`config.mk`:
```
export PLATFORM = sky130hd
export DESIGN_NAME = uart_cmd_sender
export DESIGN_NICKNAME = d
export VERILOG_FILES = /design/src/rtl/uart_cmd_sender.sv
export SDC_FILE = /design/constraint.sdc
export NUM_CORES = 1
export LEC_CHECK = 0
export ABC_CLOCK_PERIOD_IN_PS = 2800
export CORE_MARGIN = 4
export CORE_UTILIZATION = 40
export DETAILED_ROUTE_END_ITERATION = 16
export SKIP_LAST_GASP = 1
export SLEW_MARGIN = 30
export SYNTH_ARGS = -nofsm -noshare
export SYNTH_HDL_FRONTEND = slang
export SYNTH_SLANG_ARGS = --single-unit
export TNS_END_PERCENT = 5
```
`constraint.sdc`:
```
create_clock -name clk -period 2.8 [get_ports clk]
set_input_delay 0.56 -clock clk [delete_from_list [all_inputs] [get_ports clk]]
set_output_delay 0.56 -clock clk [all_outputs]
set_load 0.01 [all_outputs]
```
`src/rtl/uart_cmd_sender.sv`:
```
// uart_cmd_sender: serializes a 16-bit command as two back-to-back 8N1 UART
// frames on TX, high byte first, then low byte. Each bit lasts BAUD_DIV clocks.
module uart_cmd_sender #(
   parameter int unsigned BAUD_DIV = 5208
) (
   input  logic        clk,
   input  logic        rst,
   input  logic        snd_cmd,
   input  logic [15:0] cmd,
   output logic        TX,
   output logic        busy,
   output logic        cmd_snt
);

   localparam int unsigned CNT_W = 16;
   localparam int unsigned BIT_W = 4;
   localparam int unsigned CMD_W = 16;
   localparam int unsigned BYTE_W = 8;
   localparam logic [CNT_W-1:0] BAUD_LAST = CNT_W'(BAUD_DIV - 1);
   localparam logic [BIT_W-1:0] BIT_STOP  = BIT_W'(9);
   localparam logic [BIT_W-1:0] BIT_LAST_DATA = BIT_W'(8);

   typedef enum logic [1:0] {
      IDLE = 2'd0,
      HIGH = 2'd1,
      LOW  = 2'd2
   } state_t;

   state_t             r_state, w_state;
   logic [CNT_W-1:0]   r_baud, w_baud;
   logic [BIT_W-1:0]   r_bit, w_bit;
   logic [BYTE_W-1:0]  r_shift, w_shift;
   logic [CMD_W-1:0]   r_hold, w_hold;
   logic               r_tx, w_tx;
   logic               r_busy, w_busy;
   logic               r_snt, w_snt;
   logic               w_bit_end;

   assign w_bit_end = (r_baud == BAUD_LAST);

   // State and datapath registers; TX is forced idle-high by reset asynchronously.
   always_ff @(posedge clk or posedge rst) begin
      if (rst) begin
         r_state <= IDLE;
         r_baud  <= '0;
         r_bit   <= '0;
         r_shift <= '0;
         r_hold  <= '0;
         r_tx    <= 1'b1;
         r_busy  <= 1'b0;
         r_snt   <= 1'b0;
      end else begin
         r_state <= w_state;
         r_baud  <= w_baud;
         r_bit   <= w_bit;
         r_shift <= w_shift;
         r_hold  <= w_hold;
         r_tx    <= w_tx;
         r_busy  <= w_busy;
         r_snt   <= w_snt;
      end
   end

   // Next-state: accept in IDLE, step bits on baud boundaries, chain HIGH->LOW->IDLE.
   always_comb begin
      w_state = r_state;
      w_baud  = r_baud;
      w_bit   = r_bit;
      w_shift = r_shift;
      w_hold  = r_hold;
      w_tx    = r_tx;
      w_busy  = r_busy;
      w_snt   = r_snt;
      case (r_state)
         IDLE: begin
            if (snd_cmd) begin
               w_state = HIGH;
               w_hold  = cmd;
               w_shift = cmd[15:8];
               w_baud  = '0;
               w_bit   = '0;
               w_tx    = 1'b0;
               w_busy  = 1'b1;
               w_snt   = 1'b0;
            end
         end
         HIGH, LOW: begin
            if (!w_bit_end) begin
               w_baud = CNT_W'(r_baud + CNT_W'(1));
            end else begin
               w_baud = '0;
               if (r_bit == BIT_STOP) begin
                  w_bit = '0;
                  if (r_state == HIGH) begin
                     // Low frame start bit follows the high stop bit with no gap.
                     w_state = LOW;
                     w_shift = r_hold[7:0];
                     w_tx    = 1'b0;
                  end else begin
                     w_state = IDLE;
                     w_tx    = 1'b1;
                     w_busy  = 1'b0;
                     w_snt   = 1'b1;
                  end
               end else begin
                  w_bit = BIT_W'(r_bit + BIT_W'(1));
                  if (r_bit == BIT_LAST_DATA) begin
                     w_tx = 1'b1;
                  end else begin
                     w_tx    = r_shift[0];
                     w_shift = {1'b0, r_shift[BYTE_W-1:1]};
                  end
               end
            end
         end
         default: begin
            w_state = IDLE;
         end
      endcase
   end

   assign TX      = r_tx;
   assign busy    = r_busy;
   assign cmd_snt = r_snt;

endmodule

```
==> results by group <==
Outcome
  – Status: finished, final reports clean

Hold path
  – Min-delay src: r_shift[3]$_DFFE_PP0P_
  – Hold Path End: r_shift[3]$_DFFE_PP0P_
  – Cells on Worst Hold Path: 1
  – Min-delay worst type: flop to flop

Timing
  – Final hold vios: 0
  – Final worst-path cycle share: 0.890
  – Setup ws final: roughly 310 ps
  – Max_slew headroom: 0.649
  – Layout Skew: 3.78 ps
  – Worst-margin pin slew: 527 ps
  – Setup TNS: 0 ps
  – Max Clock Freq: roughly 400 MHz
  – RSZ-0062 raised after global routing: false
  – Final Slew Violations: 0
  – Tmin final: 2490 ps
  – Final setup vio count: 0

Power
  – PD cells: between 900 and 1000 nW/um^2
  – Peak VDD IR: 0.528 mV
  – Pleak: 1.12 nW

Synthesis
  – Asr flop ratio synth: 1.00
  – Most common cell in the netlist: dfrtp_1
  – Synthesized net count: between 200 and 250
  – Synth Register Bits: 41
  – Post-synth EDFFs: 0
  – Cell count after synthesis: approximately 210
  – Syn Area/Cell: 10.1 um^2
  – Library cells used by synthesis: 42
  – Commonest cells post-synth: 40 x dfrtp_1, 26 x nand2_1, 21 x nor2_1
  – Yosys top cell area share: 0.467
  – Synth warn: 0
  – Synthesized cell area: 2140 um^2
  – Dominant cells by area after synthesis: dfrtp_1 47%, mux2_2 5.8%, nand2_1 4.6%
  – Sequential share of the synthesized area: 0.479
  – Cell taking the most area after synthesis: dfrtp_1
  – Primary FF master, synth: dfrtp_1

Critical path
  – CP Max Fanout: 8
  – Critical Path AT: between 2000 and 3000 ps
  – Nature of the critical path endpoint: flop
  – Kind of cell adding the most delay to the critical path: simple AND/OR/NAND/NOR gates
  – Critical R2R Capture: r_shift[5]$_DFFE_PP0P_
  – Reg2Reg Depth: 5
  – Reg2Reg Setup Slack: 310 ps
  – CP Cell Sequence: or4_4 > o41ai_4 > and2_1 > and2b_1 > mux2_1
  – Buf/Inv on CP: 0
  – WS Path Type: flop to flop
  – RR Startpoint: r_baud[9]$_DFFE_PP0P_
  – Critical path required time: 2980 ps
  – Max stage delay on crit path: between 500 and 600 ps
  – Slowest cell on crit path: or4_4
  – Crit path launch type: flop

Route
  – Drc violations: 0
  – Detailed-route via count: 1,588
  – Final ANT Viol Nets: 0
  – Post-Route WL: 4420 um
  – DRT Pass-1 Iters: 4
  – Starting DRC count in detailed routing: 74
  – Vias per cell: ~5
  – Wire per inst: around 14 um

Clocking
  – TritonCTS clock tree: yes
  – Resized cells post-CTS: 0
  – CTS Buf Count: 5
  – Post-CTS Hold Fix Bufs: 0
  – Clock Tree Buf Depth: 2
  – H-Tree Depth: 2
  – Clk Latency, worst-skew pair: 290 ps
  – Root Buffer: clkbuf_8
  – CTS sink cnt: 41
  – Post-CTS setup buffers: 0
  – Clock transition at path regs: 80 ps

Cells and area
  – Area Growth Syn to Fin: 19.3%
  – Multi-input gate area: 1040 um^2
  – Fillers: 511
  – Reg area: 1030 um^2
  – Nets: 266
  – Final instance area: about 2600 um^2
  – ANT cells: 0
  – Share of layout cells above drive strength 1: 0.129

Floorplanning
  – Die width: 81.2 um
  – Ports: 22
  – Core area: 5140 um^2
  – Row count: 26
  – Die area: 6600 um^2
  – Initial Util: 0.417
  – Die height: 81.2 um

Placed design
  – GP Congestion: roughly 0.81
  – DP Wirelength: 3190 um
  – Pre-CTS setup slack: 331 ps
  – Placed Area: 2470 um^2
  – I/O Buffers: 21

GRT
  – Met1 Use GR: 0.231
  – Vias in the first global route: 1,528
  – Wire length of the first global-routing pass: 7570 um
  – Initial antenna violation count: 0
  – Total GRT Usage: 0.151
  – Met2 Use GR: 0.207
  – Largest net degree at the start of global routing: between 40 and 50
  – GR Overflow Total: 0
  – Busiest layer in global routing: met1
  – GR Util met3: 0.0299

Job
  – Max Cap Viol: 0
[stage by stage]
stage	util	power, mW	std cells	hold WS (ps)
finish	0.498	2.34	311	490
global route	0.498	2.53	311	509
CTS	0.498	2.37	311	493
detailed placement	0.480	1.96	303	475
global placement	0.480	1.94	303	470
floorplan	-	1.67	212	458
[cell families after synthesis]
group / count (synthesis) / share of synthesized area
AND/OR/NAND/NOR: 80 / 0.184
buffers and inverters: 19 / 0.0368
multiplexers: 22 / 0.114
flip-flops: 41 / 0.479
XOR/XNOR: 10 / 0.0408
AO/OA/AOI/OAI: 33 / 0.104
adder cells (fa/ha/maj): 7 / 0.0408
[sequential cells by signal, summed over array words and instances, names as in the netlist]
signal   count
r_baud      16
r_hold       8
r_state      2
busy         1
cmd_snt      1
r_shift      8
TX           1
r_bit        4
[layout by cell type, fill, tap and decap left out, types with 4 or more instances in the layout]
| master | count |
|---|---|
| dfrtp_1 | 40 |
| nand2_1 | 26 |
| nor2_1 | 21 |
| clkdlybuf4s50_1 | 21 |
| nand3_1 | 12 |
| mux2_2 | 11 |
| inv_1 | 10 |
| o21ai_0 | 9 |
| a31oi_1 | 9 |
| buf_4 | 9 |
| mux2_1 | 8 |
| xor2_1 | 7 |
| ha_1 | 7 |
| clkbuf_8 | 6 |
| a21oi_1 | 5 |
| nor3_1 | 4 |
[cell type report]
type	instances	share of cell area
Sequential cell	41	0.401
Timing Repair Buffer	30	0.109
Multi-Input combinational cell	152	0.406
Clock buffer	8	0.0352
Inverter	10	0.0147
Tap cell	70	0.0342
[worst max path at each step]
| stage | start | to | slack [ps] | depth (start not counted) |
|---|---|---|---|---|
| 6_report | r_baud[9]$_DFFE_PP0P_ | r_shift[5]$_DFFE_PP0P_ | 310 | 5 |
| 5_1_grt | r_baud[11]$_DFFE_PP0P_ | r_shift[5]$_DFFE_PP0P_ | 210 | 5 |
| 4_1_cts | r_baud[9]$_DFFE_PP0P_ | r_shift[4]$_DFFE_PP0P_ | 320 | 5 |
| 3_5_place_dp | r_baud[11]$_DFFE_PP0P_ | r_shift[5]$_DFFE_PP0P_ | 330 | 5 |
| 3_3_place_gp | r_baud[11]$_DFFE_PP0P_ | r_shift[2]$_DFFE_PP0P_ | 380 | 5 |
| 2_1_floorplan | r_baud[11]$_DFFE_PP0P_ | r_shift[0]$_DFFE_PP0P_ | 450 | 7 |
[per-layer routing]
metal | up-vias | share of wire
met2 | 21 | 0.42
met4 | 0 | 0.017
li1 | 801 | -
met1 | 758 | 0.53
met5 | - | 0
met3 | 8 | 0.032
[where the power goes]
| group | switching (mW) | total, mW | internal, mW |
|---|---|---|---|
| Combinational | 0.586 | 1.07 | 0.482 |
| Sequential | 0.103 | 0.873 | 0.770 |
| Clock | 0.199 | 0.400 | 0.201 |
| Total | 0.887 | 2.34 | 1.45 |
No activity file was read; power rests on OpenSTA's default activity.
